--- src/rtl/p2p_pkg.sv ---
// Shared types, config map and data-pattern helper for the P2P read responder.
package p2p_pkg;

    typedef enum logic [1:0] {
        IDLE,
        DLY,
        SEND
    } st_t;

    // Config register offsets from the window base.
    localparam logic [31:0] CTRL    = 32'h00;
    localparam logic [31:0] DELAY   = 32'h04;
    localparam logic [31:0] SEED    = 32'h08;
    localparam logic [31:0] RD_DONE = 32'h0C;
    localparam logic [31:0] BEATS   = 32'h10;
    localparam logic [31:0] STATUS  = 32'h14;

    localparam logic [31:0] BAD_ADDR = 32'h0BAD_F00D;

    // Queued IDs are stored at this width; the top's ID_W must not exceed it.
    localparam int MAX_ID_W = 32;

    typedef struct packed {
        logic [MAX_ID_W-1:0] id;
        logic [31:0]         addr;
        logic [7:0]          len;
    } ar_entry_t;

    // Lane i of beat b carries seed + addr + 64*b + 4*i (mod 2^32).
    function automatic logic [511:0] beat_data(input logic [31:0] seed,
                                               input logic [31:0] addr,
                                               input logic [7:0]  beat);
        logic [511:0] d;
        d = '0;
        for (int i = 0; i < 16; i++) begin
            d[i*32 +: 32] = seed + addr + {18'd0, beat, 6'd0} + 32'(4 * i);
        end
        return d;
    endfunction

endpackage

--- src/rtl/p2p_ar_fifo.sv ---
// Small synchronous FIFO holding accepted read requests until the responder
// is free to serve them.
module p2p_ar_fifo
    import p2p_pkg::*;
#(
    parameter int  DEPTH   = 4,
    parameter type entry_t = ar_entry_t
) (
    input  logic                     clk,
    input  logic                     rst_n,
    input  logic                     push,
    input  logic                     pop,
    input  entry_t                   din,
    output entry_t                   dout,
    output logic                     full,
    output logic                     empty,
    output logic [$clog2(DEPTH):0]   count
);

    localparam int AW = $clog2(DEPTH);

    entry_t          mem [DEPTH];
    logic [AW-1:0]   wr_ptr;
    logic [AW-1:0]   rd_ptr;
    logic            do_push;
    logic            do_pop;

    assign do_push = push && !full;
    assign do_pop  = pop && !empty;

    // Write accepted entries into storage.
    // NOTE: the storage array is deliberately not reset; validity is defined
    // entirely by the pointers and count, so reset only needs to clear those.
    always_ff @(posedge clk) begin
        if (do_push) begin
            mem[wr_ptr] <= din;
        end
    end

    // Advance pointers and occupancy; pointers wrap naturally (power-of-2 depth).
    // NOTE: sequential state uses non-blocking assignments so every register
    // samples pre-edge values regardless of statement order.
    always_ff @(posedge clk or negedge rst_n) begin
        if (!rst_n) begin
            wr_ptr <= '0;
            rd_ptr <= '0;
            count  <= '0;
        end else begin
            if (do_push) wr_ptr <= wr_ptr + 1'b1;
            if (do_pop)  rd_ptr <= rd_ptr + 1'b1;
            case ({do_push, do_pop})
                2'b10:   count <= count + 1'b1;
                2'b01:   count <= count - 1'b1;
                default: count <= count;
            endcase
        end
    end

    assign dout  = mem[rd_ptr];
    assign full  = (count == (AW+1)'(DEPTH));
    assign empty = (count == '0);

endmodule

--- src/rtl/p2p_rd_responder.sv ---
// Peer-side AXI4 read responder: queues AR requests, answers each burst with a
// deterministic pattern after a programmable delay, and counts completions.
module p2p_rd_responder
    import p2p_pkg::*;
#(
    parameter int          AR_FIFO_DEPTH = 4,
    parameter int          ID_W          = 16,
    parameter logic [31:0] CFG_BASE      = 32'hF00
) (
    input  logic              clk,
    input  logic              rst_n,
    input  logic              cfg_wr,
    input  logic              cfg_rd,
    input  logic [31:0]       cfg_addr,
    input  logic [31:0]       cfg_wdata,
    output logic              rsp_cfg_ack,
    output logic [31:0]       cfg_rd_data,
    input  logic [ID_W-1:0]   s_arid,
    input  logic [63:0]       s_araddr,
    input  logic [7:0]        s_arlen,
    input  logic              s_arvalid,
    output logic              s_arready,
    output logic [ID_W-1:0]   s_rid,
    output logic [511:0]      s_rdata,
    output logic [1:0]        s_rresp,
    output logic              s_rlast,
    output logic              s_rvalid,
    input  logic              s_rready
);

    localparam int CW = $clog2(AR_FIFO_DEPTH) + 1;

    // Config state
    logic        enable;
    logic [31:0] resp_delay;
    logic [31:0] seed;
    logic [31:0] rd_done;
    logic [31:0] beat_cnt;
    logic [1:0]  ack_pipe;
    logic [31:0] rd_mux;
    logic        clr_cnt;

    // Request path
    ar_entry_t   fifo_din;
    ar_entry_t   fifo_dout;
    logic        fifo_full;
    logic        fifo_empty;
    logic [CW-1:0] fifo_count;
    logic        fifo_push;
    logic        fifo_pop;

    // Response engine
    st_t         state;
    ar_entry_t   act;
    logic [31:0] cnt;
    logic [7:0]  beat;
    logic        fire;
    logic        busy;
    logic        unused_bits;

    assign s_rresp     = 2'b00;
    assign s_arready   = enable && !fifo_full;
    assign fifo_push   = s_arvalid && s_arready;
    assign fifo_din    = '{id: MAX_ID_W'(s_arid), addr: s_araddr[31:0], len: s_arlen};
    assign fifo_pop    = (state == IDLE) && !fifo_empty;
    assign fire        = s_rvalid && s_rready;
    assign busy        = (state != IDLE) || !fifo_empty;
    assign clr_cnt     = cfg_wr && (cfg_addr == CFG_BASE + CTRL) && cfg_wdata[1];
    assign rsp_cfg_ack = ack_pipe[1];
    // Upper address bits and padded ID bits are intentionally ignored.
    assign unused_bits = ^{s_araddr[63:32], act.id};

    p2p_ar_fifo #(
        .DEPTH   (AR_FIFO_DEPTH),
        .entry_t (ar_entry_t)
    ) u_ar_fifo (
        .clk   (clk),
        .rst_n (rst_n),
        .push  (fifo_push),
        .pop   (fifo_pop),
        .din   (fifo_din),
        .dout  (fifo_dout),
        .full  (fifo_full),
        .empty (fifo_empty),
        .count (fifo_count)
    );

    // Writable config registers; RO and unmapped writes fall through untouched.
    always_ff @(posedge clk or negedge rst_n) begin
        if (!rst_n) begin
            enable     <= 1'b0;
            resp_delay <= '0;
            seed       <= '0;
        end else if (cfg_wr) begin
            if (cfg_addr == CFG_BASE + CTRL)  enable     <= cfg_wdata[0];
            if (cfg_addr == CFG_BASE + DELAY) resp_delay <= cfg_wdata;
            if (cfg_addr == CFG_BASE + SEED)  seed       <= cfg_wdata;
        end
    end

    // Read-back decode.
    // NOTE: a default is assigned first so no path through the block leaves
    // rd_mux unassigned, which would otherwise infer a latch.
    always_comb begin
        rd_mux = BAD_ADDR;
        if      (cfg_addr == CFG_BASE + CTRL)    rd_mux = {31'd0, enable};
        else if (cfg_addr == CFG_BASE + DELAY)   rd_mux = resp_delay;
        else if (cfg_addr == CFG_BASE + SEED)    rd_mux = seed;
        else if (cfg_addr == CFG_BASE + RD_DONE) rd_mux = rd_done;
        else if (cfg_addr == CFG_BASE + BEATS)   rd_mux = beat_cnt;
        else if (cfg_addr == CFG_BASE + STATUS)  rd_mux = {24'd0, 4'(fifo_count), 3'd0, busy};
    end

    // Ack is a two-stage delay of any strobe; read data is captured on the
    // first stage and held so it is still valid when the ack appears.
    always_ff @(posedge clk or negedge rst_n) begin
        if (!rst_n) begin
            ack_pipe    <= '0;
            cfg_rd_data <= '0;
        end else begin
            ack_pipe <= {ack_pipe[0], cfg_rd | cfg_wr};
            if (cfg_rd) cfg_rd_data <= rd_mux;
        end
    end

    // Completion counters; a clear in the same cycle as an increment wins.
    always_ff @(posedge clk or negedge rst_n) begin
        if (!rst_n) begin
            rd_done  <= '0;
            beat_cnt <= '0;
        end else if (clr_cnt) begin
            rd_done  <= '0;
            beat_cnt <= '0;
        end else begin
            if (fire)            beat_cnt <= beat_cnt + 1'b1;
            if (fire && s_rlast) rd_done  <= rd_done + 1'b1;
        end
    end

    // Response FSM: pop a request, wait resp_delay cycles, then stream beats
    // with all R outputs registered and held while the sink stalls.
    always_ff @(posedge clk or negedge rst_n) begin
        if (!rst_n) begin
            state    <= IDLE;
            act      <= '0;
            cnt      <= '0;
            beat     <= '0;
            s_rvalid <= 1'b0;
            s_rlast  <= 1'b0;
            s_rid    <= '0;
            s_rdata  <= '0;
        end else begin
            case (state)
                IDLE: begin
                    if (!fifo_empty) begin
                        act   <= fifo_dout;
                        cnt   <= '0;
                        beat  <= '0;
                        state <= DLY;
                    end
                end
                DLY: begin
                    if (cnt == resp_delay) begin
                        state    <= SEND;
                        s_rvalid <= 1'b1;
                        s_rid    <= act.id[ID_W-1:0];
                        s_rdata  <= beat_data(seed, act.addr, 8'd0);
                        s_rlast  <= (act.len == 8'd0);
                    end else begin
                        cnt <= cnt + 1'b1;
                    end
                end
                SEND: begin
                    if (s_rready) begin
                        beat <= beat + 1'b1;
                        if (s_rlast) begin
                            s_rvalid <= 1'b0;
                            s_rlast  <= 1'b0;
                            state    <= IDLE;
                        end else begin
                            s_rdata <= beat_data(seed, act.addr, beat + 8'd1);
                            s_rlast <= ((beat + 8'd1) == act.len);
                        end
                    end
                end
                default: state <= IDLE;
            endcase
        end
    end

endmodule
--- config.mk ---
export PLATFORM = sky130hd
export DESIGN_NAME = p2p_rd_responder
export DESIGN_NICKNAME = d
export VERILOG_FILES = /design/src/rtl/p2p_pkg.sv /design/src/rtl/p2p_ar_fifo.sv /design/src/rtl/p2p_rd_responder.sv
export SDC_FILE = /design/constraint.sdc
export NUM_CORES = 2
export LEC_CHECK = 0
export CORE_MARGIN = 4
export CORE_UTILIZATION = 45
export DETAILED_ROUTE_END_ITERATION = 12
export PLACE_DENSITY = 0.69
export SETUP_SLACK_MARGIN = 0.4
export SKIP_LAST_GASP = 1
export SYNTH_ARGS = -nofsm -noshare
export SYNTH_HDL_FRONTEND = slang
export SYNTH_SLANG_ARGS = --single-unit
--- constraint.sdc ---
create_clock -name clk -period 7.8 [get_ports clk]
set_clock_uncertainty 0.2 [all_clocks]
set_input_delay 1.56 -clock clk [delete_from_list [all_inputs] [get_ports clk]]
set_output_delay 1.56 -clock clk [all_outputs]
set_load 0.03 [all_outputs]
* Word-level counts from Yosys, hierarchy flattened *
Memory sizes are Yosys's and may differ from the RTL's. A register that Yosys moved wholly into a read port is not among the register bits.
Index checks and enable logic that the tools add are counted.

word-level totals
  output and inout bits = 566
  register bits = 742
  bits in writable memories = 224
  logic and storage cells = 149
  bits of input ports = 158
  memories kept = 1

memories
  name           depth  width  read ports  clocked after Yosys merged registers in  write ports  line               source
  u_ar_fifo.mem  4      56     1           1                                        1            p2p_ar_fifo.sv:22  entry_t mem [DEPTH];

cells by class
  muxes and demuxes = 36
  reductions and logical operators = 34
  add/subtract/negate cells = 40
  eq/ne operators = 19
  bitwise operators = 2

operator list
  cell                                                   count
  2-to-1 mux 512 bit                                     3
  case mux 512 bit (2 select lines)                      1
  adder 32 x 6 -> 32 bit, second input constant          16
  2-to-1 mux 32 bit                                      11
  adder 32 x 5 -> 32 bit, second input constant          8
  equality test 32 x 12 -> 1 bit, second input constant  6
  adder 32 x 4 -> 32 bit, second input constant          4
  adder 32 x 1 -> 32 bit, second input constant          3
  adder 32 x 3 -> 32 bit, second input constant          2
  case mux 32 bit (2 select lines)                       1
  adder 32 x 14 -> 32 bit                                1
  adder 32 bit                                           1
  equality test 32 bit                                   1
  2-to-1 mux 28 bit                                      1
  2-to-1 mux 8 bit                                       2
  case mux 8 bit (2 select lines)                        1
  nonzero test 2 bit                                     7
  inequality test 2 bit, second input constant           6
  AND reduction 4 bit                                    3
  AND reduction 2 bit                                    5
  logical AND 1 bit                                      9
  AND reduction 3 bit                                    3
  adder 8 x 1 -> 8 bit, second input constant            1
  equality test 8 bit                                    1
  other kinds (18)                                       34

* Longest topological paths before layout *
  depth in word-level cells = 9
  gate-level depth with buffers = 26
  depth with buffers taken out = 23

* By module *
From an unflattened synthesis, not the netlist that was laid out.

second synthesis, totals
  cell total of the unflattened synthesis = 4651
  area, all modules = 49721.4 um2

modules (own cells, without submodules)
  module            times used  cells an instance  area an instance (um2)
  p2p_rd_responder  1           4238               38903.6
  p2p_ar_fifo       1           413                10817.9

* Least setup slack after synthesis *
OpenSTA, ideal clock, no wires.

  path kind = reg2reg
  from = register seed[0]
  to = register s_rdata[123]
  path slack = 2.290 ns
  library setup time = 0.147 ns
  period minus slack after synthesis = 5.510 ns
  arrival = 5.163 ns
  required time = 7.453 ns
  stages on the path, launching flop included = 26
  cells stage by stage = dfrtp_1 -> ha_1 -> inv_1 -> fa_1 -> nand2b_1 -> a21o_1 -> nand2_1 -> xor2_1 -> ha_1 -> inv_1 -> fa_1 -> nor2b_1 -> o21a_1 -> o21a_1 -> o21ai_0 -> nor2_1 -> xor2_2 -> or2_0 -> clkbuf_1 -> nor3_2 -> and3_1 -> buf_4 -> nand3_4 -> nor4b_4 -> buf_2 -> a31oi_1

between the ends
  cells in the longest elaborated chain, start to end = 6
  elaborated cells on any way between the ends = 8

ends and longest elaborated chain
  item                                 line                     source
  from (decl)                          p2p_rd_responder.sv:36   logic [31:0] seed;
  from (signal assigned)               p2p_rd_responder.sv:97   if (cfg_addr == CFG_BASE + SEED) seed <= cfg_wdata;
  adder 32 bit *                       p2p_pkg.sv:36            d[i*32 +: 32] = seed + addr + {18'd0, beat, 6'd0} + 32'(4 * i);
  adder 32 x 14 -> 32 bit              p2p_pkg.sv:36
  adder 32 x 4 -> 32 bit               p2p_pkg.sv:36
  2-to-1 mux 512 bit                   p2p_rd_responder.sv:176  if (s_rlast) begin
  2-to-1 mux 512 bit                   p2p_rd_responder.sv:174  if (s_rready) begin
  case mux 512 bit (2 select lines) *  p2p_rd_responder.sv:153  case (state)
  to (signal assigned)                 p2p_rd_responder.sv:167  s_rdata <= beat_data(seed, act.addr, 8'd0);
  to (signal assigned)                 p2p_rd_responder.sv:181  s_rdata <= beat_data(seed, act.addr, beat + 8'd1);
  to (decl)                            p2p_rd_responder.sv:24   output logic [511:0] s_rdata,

Every way passes the cells marked *; elsewhere a longest branch is shown, timed or not. The select of a mux whose other input is x is not followed.
A chain may end at the register's enable or synchronous reset.

* Worst setup path in the final report *
  from = register seed[0]
  to = register s_rdata[409]

between the ends
  cells in the longest elaborated chain, start to end = 6
  elaborated cells on any way between the ends = 8

ends and longest elaborated chain
  item                                 line
  adder 32 bit *                       p2p_pkg.sv:36
  adder 32 x 14 -> 32 bit              p2p_pkg.sv:36
  adder 32 x 6 -> 32 bit               p2p_pkg.sv:36
  2-to-1 mux 512 bit                   p2p_rd_responder.sv:176
  2-to-1 mux 512 bit                   p2p_rd_responder.sv:174
  case mux 512 bit (2 select lines) *  p2p_rd_responder.sv:153

Marks and branches as above.

==> results by group <==
Critical path
  – CP startpoint: seed[0]
  – FF-to-FF Start: seed[0]
  – Worst reg-to-reg setup slack: roughly 0.76 ns
  – Worst EP arrival: between 7 and 8 ns
  – Startpoint class of the critical path: flip-flop
  – Crit Path Max Fanout: 16
  – Crit end category: flip-flop
  – FF-to-FF End: s_rdata[409]
  – CP Data Required Time: roughly 8 ns
  – Worst Setup EP: s_rdata[409]
  – Crit path kind: reg2reg
  – Cell depth of the worst flop-to-flop path: 20

Power
  – Leak: 23.18 nW
  – Design Power: 20.84 mW
  – PD cells: 356.5 nW/µm²
  – Max IR drop VDD: 0.0002577 V

Layout
  – Layout Nets: between 5000 and 6000
  – Final core occ: 0.5649
  – Area Overhead vs Synth: 24.81%
  – Most common cell after layout, fill and taps aside: nor2_1
  – Most frequent cells in the layout: nor2_1, dfrtp_1, clkdlybuf4s50_1
  – Non-filler cells in the finished layout: 6570
  – Share of cells above drive strength 1: 0.09950

Synthesis
  – Mux contribution to synthesized area: 0.05251
  – Post-synth EDFFs: roughly 220
  – Synthesized instance count: approximately 4600
  – Register area share after synthesis: 0.5356
  – Post-Synth XOR/XNOR Area: 0.1030
  – Synth warnings: 0
  – Compound-Gate Fraction of Synth Area: 0.09486
  – Synthesized area per cell: slightly above 10 µm²
  – Synthesized-area fraction occupied by adder cells: 0.01811
  – Syn Std Cell Area: approximately 47000 µm²
  – Yosys cell types: 98
  – Synth Register Bits: about 960
  – Synth Area in Simple Gates: 0.1586
  – Synth Flop Type: dfrtp_1
  – Largest family of logic cells by synthesized area: simple AND/OR/NAND/NOR gates
  – Synth async-reset ratio: 0.7662

Place
  – Placed Cells: 6383
  – Place WS: about 0.56 ns
  – PortBufs: approximately 700
  – GPL Wtd Cong: between 0.9 and 1
  – HPWL Detailed: 126500 µm

Run
  – Number of max-cap violations: 1

Timing
  – Clock period minus worst slack: 7.043 ns
  – Setup Viol. Count Final: 0
  – Max-slew headroom: 0.01088
  – RSZ-0062 raised after global routing: no
  – Slack of the critical path: around 0.76 ns
  – Setup_tns: 0 ns
  – Final Slew Violations: 0
  – Tightest Pin Transition: around 1.5 ns
  – Final-report hold violation count: 0
  – Crit share post-route: 0.9030
  – Maximum clock frequency: around 0.14 GHz

Global routing
  – Total GRT Usage: 0.3080
  – Pin count of the biggest net entering global routing: approximately 220
  – First-pass GRT wire length: between 200000 and 250000 µm
  – Vias in the first global route: between 30000 and 40000
  – Initial antenna violation count: 11
  – Total gr overflow: 0

Clocking
  – Root buf cell: clkbuf_16
  – CTS Sinks: between 900 and 1000
  – H-Tree Depth: 3
  – CTS max path bufs: 3
  – Worst skew pair latency: about 0.7 ns
  – CTS tree: done
  – CTS buffer count: just over 100
  – Reg clk slew, reported paths: around 0.07 ns
  – Cts hold-fix bufs: 0

Drt
  – Post-DR vias/cell: 5.669
  – DRT antenna net count: 0
  – Number of remaining DRC errors: 0
  – Wire length per cell: roughly 26 µm
  – WL final: approximately 170000 µm
  – First-pass DRT Iterations: 6
  – DRT iter0 DRCs: 4173
  – Vias: between 30000 and 40000

Floorplanning
  – Row cnt: about 120
  – Core area: 103500 µm²
  – Boundary Pins: roughly 720
  – Die X: roughly 330 µm
  – Initial Util: 0.4527
  – Die area: 109300 µm²
  – Die H: roughly 330 µm

Status
  – Failing checks: capacitance limit
  – Status: finished, violations left

Min path
  – Hold Crit Class: reg2reg
-- kinds of logic (layout without fill, tap and decap cells) --
family / count (synthesis) / after routing
simple gates: 1676 / 1676
flops: 958 / 958
compound gates: 763 / 763
xor+xnor: 543 / 543
buf+inv: 381 / 1013
mux: 165 / 165
fa+ha+maj: 66 / 66
other cells: 1 / 6
-- registers in the layout (all words and copies together) (netlist names) --
signal / cells
ack_pipe: 2
u_ar_fifo.rd_ptr: 2
s_rid: 16
s_rdata: 448
resp_delay: 32
u_ar_fifo.wr_ptr: 2
enable: 1
cnt: 32
s_rvalid: 1
act: 56
rd_done: 32
s_rlast: 1
seed: 32
state: 2
u_ar_fifo.count: 3
cfg_rd_data: 32
beat: 8
beat_cnt: 32
u_ar_fifo.mem: 224
-- power by group --
group	total [mW]	leakage [nW]	internal (mW)	switching [mW]
Clock	4.94	1.65	2.83	2.10
Sequential	7.25	10.9	6.30	0.945
Combinational	8.66	10.7	3.15	5.51
-- synthesized netlist by cell type (all sizes together), types with 14 or more instances --
cell type,n,area (µm²)
dfrtp,734,18370
a22oi,19,142.6
and3,36,225.2
nand3,97,528.0
xor2,242,2150
a21oi,427,2148
a211oi,31,260.3
and2,20,125.1
nor4,45,355.3
inv,49,183.9
a31oi,37,231.5
o21ai,136,699.4
mux4,56,1261
clkbuf,203,763.2
nor3,90,526.8
mux2,86,968.4
buf,129,795.8
edfxtp,224,6726
a221oi,14,122.6
nand2,489,1843
xnor2,301,2678
ha,63,788.3
mux2i,23,230.2
nor2,763,2874
o211ai,18,140.1
or2,14,87.59
a21o,19,142.6
or3,25,161.4
nand2b,15,93.84
nand4,44,281.5
-- how the worst min path moves through the flow --
stage | from | end | slack (ns) | cells after the start
floorplan | ack_pipe[0] | ack_pipe[1] | 0.13 | 0
CTS | ack_pipe[0] | ack_pipe[1] | 0.14 | 0
finish | ack_pipe[0] | ack_pipe[1] | 0.14 | 0
global placement | ack_pipe[0] | ack_pipe[1] | 0.13 | 0
global route | ack_pipe[0] | ack_pipe[1] | 0.16 | 0
detailed placement | ack_pipe[0] | ack_pipe[1] | 0.14 | 0
-- critical path, cell delays in order (launching register included) --
cell and delay (ns):
dfrtp_1 0.46, ha_1 0.24, inv_1 0.07, fa_1 0.42, nand2b_1 0.19, a21o_1 0.26, and3_1 0.20, o21ai_2 0.33
xor2_1 0.36, ha_1 0.29, nor2_1 0.05, a21oi_1 0.20, a31oi_1 0.16, nor3_2 0.48, nand4_1 0.33, xor2_2 0.35
a21oi_1 0.63, nand4_2 0.81, nor4_1 0.55, xor2_1 0.21, a21oi_1 0.09
-- area by class of cell --
type                       instances  area, µm²
antenna                            4      10.01
tap                             1380       1727
inverter                          49      183.9
clock inverter                    38      430.4
timing repair buffer             781       7662
sequential                       958      25100
fill                            8928      45030
multi-input combinational       3215      20410
clock buffer                     145       2950
-- timing repair --
action	4_1_cts	5_1_grt
gates resized for setup	0	5
endpoints found under the setup margin	0	34
buffers inserted	0	0
-- per-layer routing --
| metal | vias up | wire length (µm) | track usage | part of all wire |
|---|---|---|---|---|
| met5 | - | 64 | 0 | 0.00037 |
| met4 | 10 | 11500 | 0.1673 | 0.067 |
| met3 | 468 | 18410 | 0.09995 | 0.11 |
| met2 | 1824 | 77770 | 0.4792 | 0.45 |
| met1 | 18260 | 64450 | 0.3821 | 0.37 |
| li1 | 16680 | - | - | - |
-- per-stage QoR --
stage | cell area (µm²) | hold WS (ns)
floorplan | 46850 | 0.1312
global placement | 55030 | 0.1333
detailed placement | 55050 | 0.1372
CTS | 58430 | 0.1422
global route | 58460 | 0.1605
finish | 58470 | 0.1434
(Power assumes the default switching activity.)
